[src/rtl/brownout_cmp_array.sv]
// Multi-channel clocked comparator array with hysteresis, debounce filter,
// enable/bias gating, sticky rising-trip flags and per-channel change pulses.
module brownout_cmp_array #(
   parameter int NCH = 4,
   parameter int W   = 8,
   parameter int HW  = 4,
   parameter int DBW = 4
) (
   input  logic             clk,
   input  logic             rstn,
   input  logic             ena,
   input  logic             ibias_ok,
   input  logic [NCH*W-1:0] vinp,
   input  logic [NCH*W-1:0] vinn,
   input  logic [HW-1:0]    hyst,
   input  logic [DBW-1:0]   dbnc_len,
   input  logic [NCH-1:0]   clr_sticky,
   output logic [NCH-1:0]   dout,
   output logic [NCH-1:0]   sticky,
   output logic [NCH-1:0]   chg,
   output logic             any_out
);

   logic [NCH-1:0] dout_q, dout_d;
   logic [NCH-1:0] sticky_q, sticky_d;
   logic [NCH-1:0] chg_q, chg_d;
   logic [DBW-1:0] cnt_q [NCH];
   logic [DBW-1:0] cnt_d [NCH];

   logic           active_s;
   logic [W:0]     p_s;
   logic [W:0]     n_s;
   logic [W:0]     nh_s;
   logic           cand_s;

   assign active_s = ena & ibias_ok;

   // Per-channel candidate, debounce counter and next-state for all flags.
   always_comb begin
      dout_d   = dout_q;
      sticky_d = sticky_q;
      chg_d    = {NCH{1'b0}};
      p_s      = {(W+1){1'b0}};
      n_s      = {(W+1){1'b0}};
      nh_s     = {(W+1){1'b0}};
      cand_s   = 1'b0;
      for (int i = 0; i < NCH; i++) begin
         cnt_d[i] = cnt_q[i];
         // One extra bit so vinn + hyst cannot wrap past the top code.
         p_s  = {1'b0, vinp[i*W +: W]};
         n_s  = {1'b0, vinn[i*W +: W]};
         nh_s = n_s + {{(W+1-HW){1'b0}}, hyst};
         if (dout_q[i]) begin
            cand_s = (p_s > n_s);
         end else begin
            cand_s = (p_s > nh_s);
         end

         if (!active_s) begin
            dout_d[i] = 1'b0;
            cnt_d[i]  = {DBW{1'b0}};
         end else if (cand_s == dout_q[i]) begin
            cnt_d[i]  = {DBW{1'b0}};
         end else if (cnt_q[i] == dbnc_len) begin
            dout_d[i] = ~dout_q[i];
            cnt_d[i]  = {DBW{1'b0}};
         end else begin
            cnt_d[i]  = cnt_q[i] + DBW'(1);
         end

         chg_d[i]    = dout_d[i] ^ dout_q[i];
         // A rising trip on the same edge as a clear keeps the flag set.
         sticky_d[i] = (dout_d[i] & ~dout_q[i]) | (sticky_q[i] & ~clr_sticky[i]);
      end
   end

   // State and output registers.
   always_ff @(posedge clk or negedge rstn) begin
      if (!rstn) begin
         dout_q   <= {NCH{1'b0}};
         sticky_q <= {NCH{1'b0}};
         chg_q    <= {NCH{1'b0}};
         for (int i = 0; i < NCH; i++) begin
            cnt_q[i] <= {DBW{1'b0}};
         end
      end else begin
         dout_q   <= dout_d;
         sticky_q <= sticky_d;
         chg_q    <= chg_d;
         for (int i = 0; i < NCH; i++) begin
            cnt_q[i] <= cnt_d[i];
         end
      end
   end

   assign dout    = dout_q;
   assign sticky  = sticky_q;
   assign chg     = chg_q;
   assign any_out = |dout_q;

endmodule

[config.mk]
export PLATFORM = sky130hd
export DESIGN_NAME = brownout_cmp_array
export DESIGN_NICKNAME = d
export VERILOG_FILES = /design/src/rtl/brownout_cmp_array.sv
export SDC_FILE = /design/constraint.sdc
export NUM_CORES = 1
export LEC_CHECK = 0
export CORE_MARGIN = 3
export CORE_UTILIZATION = 51
export DETAILED_ROUTE_END_ITERATION = 16
export PLACE_DENSITY = 0.85
export SYNTH_ARGS = -nofsm -noshare
export SYNTH_HDL_FRONTEND = slang
export SYNTH_SLANG_ARGS = --single-unit
[constraint.sdc]
create_clock -name clk -period 1.89 [get_ports clk]
set_input_delay 0.189 -clock clk [delete_from_list [all_inputs] [get_ports clk]]
set_output_delay 0.189 -clock clk [all_outputs]
set_load 0.02 [all_outputs]
==> impl_results.md <==
* Yosys reg bits at 28
* Die W at 92.3 µm
* Core area at 7020 µm²
* Crit path buf inv count at 2
* Ys flop type: dfrtp_1
* Hold Path Class: in -> async
* Setup TNS Final at -25120 ps
* Worst path depth at 15
* Largest net degree at the start of global routing at 29
* Slew headroom at 52.4%
* Setup violations, final at 28
* Antenna diodes at 0
* Synth Instances at 439
* Reg2Reg Capture Point: chg[2]$_DFF_PN0_
* Worst-Margin Slew at 708 ps
* Final design area excluding fillers at 6370 µm²
* Worst-path fanout max at 3
* Global-route wire length before repair at 22700 µm
* Fin crit share at 160%
* Commonest non-fill, non-tap cell in the layout: buf_4
* Syn avg cell area at 8.66 µm²
* Ys async rst share at 100%
* Status: finished with violations
* Fraction of layout cells with a size suffix above 1 at 35.3%
* H-tree levels at 1
* Global-route usage over all layers at 33.0%
* Crit path launch: vinn[1]
* Drt wl/cell at 24.9 µm
* Vias in the first global route at 4690
* Total congestion overflow at 0
* Dpl ws at -1670 ps
* Critical path class: in -> reg
* Crit path capture type: register
* Crit path capture: sticky[0]$_DFF_PN0_
* Slowest-stage cell, CP: fa_2
* CTS root buf: clkbuf_8
* Critical path startpoint category: input port
* Final WS setup at -1140 ps
* Slew Limit Fails at 0
* CP Data Required Time at 2070 ps
* Yosys warning total at 0
* Crit path DAT at 3210 ps
* Number of max-cap violations at 0
* # fillers at 274
* Number of DRC violations after detailed-routing iteration 0 at 555
* Drt first pass iters at 5
* CTS tree: yes
* Fmax at 0.330 GHz
* Static Leak at 2.98 nW
* Total routed wirelength at 18400 µm
* FF-to-FF setup slack at 60 ps
* Power per cell area at 441 nW/µm²
* Cell Area, Placed at 5690 µm²
* Syn Nets at 611
* Num rows at 30
* DRC at 0
* Max stage delay on crit path at 370 ps
* Crit path time final at 3030 ps
* Worst-Skew Late Latency at 280 ps
* Dpl hpwl at 10200 µm
* Via count at 4863
* Failing checks: setup timing
* Hold WS at 299 ps
* I/O Buffers at 92
* R2R Path Start: cnt_q[4]$_DFF_PN0_
* Synthesis-to-finish area growth at 67.7%
* Netlist cell types at 48
* Clk buf depth at 2
* Sequential share of the synthesized area at 18.4%
* I/O Pins at 93
* Die height at 92.3 µm
* Number of flops mapped to enable cells by yosys at 0
* Placer Congestion at 0.913
* Total Power at 0.00281 W
* RSZ-0062 raised after global routing: yes
* Vias per inst at 6.60
* Die area at 8520 µm²
* Reg2Reg Depth at 6
* NumNets Final at 814
* Post-CTS Hold Fix Bufs at 0
* Reg clk slew, reported paths at 110 ps
* Initial Util at 54.2%
* Post-Syn Area at 3800 µm²
* Clock sink count at 28
* Number of antenna violations at the first check in global routing at 1
* Most frequent cells in the layout: buf_4, clkdlybuf4s50_1, ha_1
* Clk_skew at 10.1 ps
* Crit-path cells: dlygate4sd2_1 > inv_2 > fa_2 > nor2b_4 > o31a_1 > nand2_1 > xnor2_1 > ha_1 > a22oi_1 > o211ai_1 > o221ai_2 > or3_4 > a31oi_4 > ha_1 > a21o_1
* Crit-path most repeated cell: ha_1
* Peak supply drop at 0.000232 V
* Post-DRT Antenna Nets at 0
* CTS buffer count at 3
* Delay-heaviest family, CP: compound AO/OA/AOI/OAI gates
* Final Hold Viols at 0
[worst register-to-register path, stage by stage (launching register included)]
cell and delay (ps):
dfrtp_1 500, xnor2_1 270, nand4_1 210, a21o_1 270
a31oi_4 240, ha_4 240, inv_2 40
[metal layers]
layer,GRT usage (%),up-vias,share of wire (%)
met5,0,-,0.071
met3,6.42,181,8.5
met4,12.9,2,10
met2,60.7,411,47
li1,-,2001,-
met1,37.2,2268,34
[Yosys cell counts (2+ instances only)]
| library cell | number | area [µm²] |
|---|---|---|
| xnor2_1 | 31 | 272 |
| o32ai_1 | 2 | 17.5 |
| ha_1 | 88 | 1100 |
| o211a_1 | 2 | 20.0 |
| nand2_1 | 22 | 82.6 |
| nand2b_1 | 4 | 25.0 |
| nor3_1 | 5 | 25.0 |
| a211oi_1 | 4 | 30.0 |
| nand3b_1 | 5 | 37.5 |
| nand3_1 | 13 | 65.1 |
| dfrtp_1 | 28 | 701 |
| nor2_1 | 21 | 78.8 |
| clkbuf_1 | 2 | 7.51 |
| a22oi_1 | 3 | 22.5 |
| nor4_1 | 3 | 18.8 |
| inv_1 | 52 | 195 |
| and2_1 | 2 | 12.5 |
| or3_1 | 3 | 18.8 |
| o31ai_1 | 2 | 15.0 |
| a21oi_1 | 29 | 145 |
| xor2_1 | 16 | 140 |
| nand4_1 | 17 | 106 |
| o211ai_1 | 4 | 30.0 |
| o22ai_1 | 6 | 37.5 |
| or2_2 | 2 | 12.5 |
| nor2b_1 | 11 | 68.8 |
| o21ai_0 | 14 | 70.1 |
| a21o_1 | 12 | 90.1 |
| and3_1 | 3 | 18.8 |
| a211o_1 | 3 | 26.3 |
| fa_1 | 4 | 80.1 |
| o2111ai_1 | 3 | 26.3 |
| o21a_1 | 4 | 30.0 |
| a221oi_1 | 2 | 17.5 |
| a31oi_1 | 4 | 25.0 |
[what timing repair did]
item	4_1_cts	5_1_grt
cloned	0	0
endpoints found under the setup margin	28	29
buffers inserted	15	12
resized for setup	100	48
pin swaps	70	66
hold endpoints to repair	0	0
[how the worst min path moves through the flow]
stage / end / cells after the start
after global placement: sticky[1]$_DFF_PN0_ / 1
after detailed placement: sticky[3]$_DFF_PN0_ / 1
after floorplan: chg[0]$_DFF_PN0_ / 0
after global routing: dout[1]$_DFF_PN0_ / 2
after CTS: dout[1]$_DFF_PN0_ / 2
final: dout[1]$_DFF_PN0_ / 2
[power by group]
part / switching (W) / total (W) / internal [W]
Combinational: 0.000898 / 0.00179 / 0.000890
Clock: 0.000202 / 0.000389 / 0.000187
Sequential: 0.0000194 / 0.000631 / 0.000612
Total: 0.00112 / 0.00281 / 0.00169
[flip-flops by register name, summed over array words and instances, names as in the netlist]
name and cells:
sticky 4, dout 4, chg 4, cnt_q 16
[per-stage QoR]
step	util (%)	std cells
floorplan	-	439
global placement	81.1	712
detailed placement	81.1	712
CTS	87.2	728
global route	90.8	737
finish	90.8	737
[logic make-up after synthesis]
kind of cell / after synthesis / share of synthesized area [%]
fa+ha+maj: 92 / 31.1
flops: 28 / 18.4
simple gates: 117 / 16.7
compound gates: 101 / 17.6
buf+inv: 54 / 5.33
xor+xnor: 47 / 10.8
[final cells by class]
class,count,area [µm²],area share [%]
Multi-Input combinational cell,357,3550,55.7
Timing Repair Buffer,200,1750,27.4
Sequential cell,28,703,11.0
Inverter,52,199,3.12
Tap cell,96,120,1.88
Clock buffer,4,55.1,0.864
Note: power is estimated with default switching activity, not from simulation.
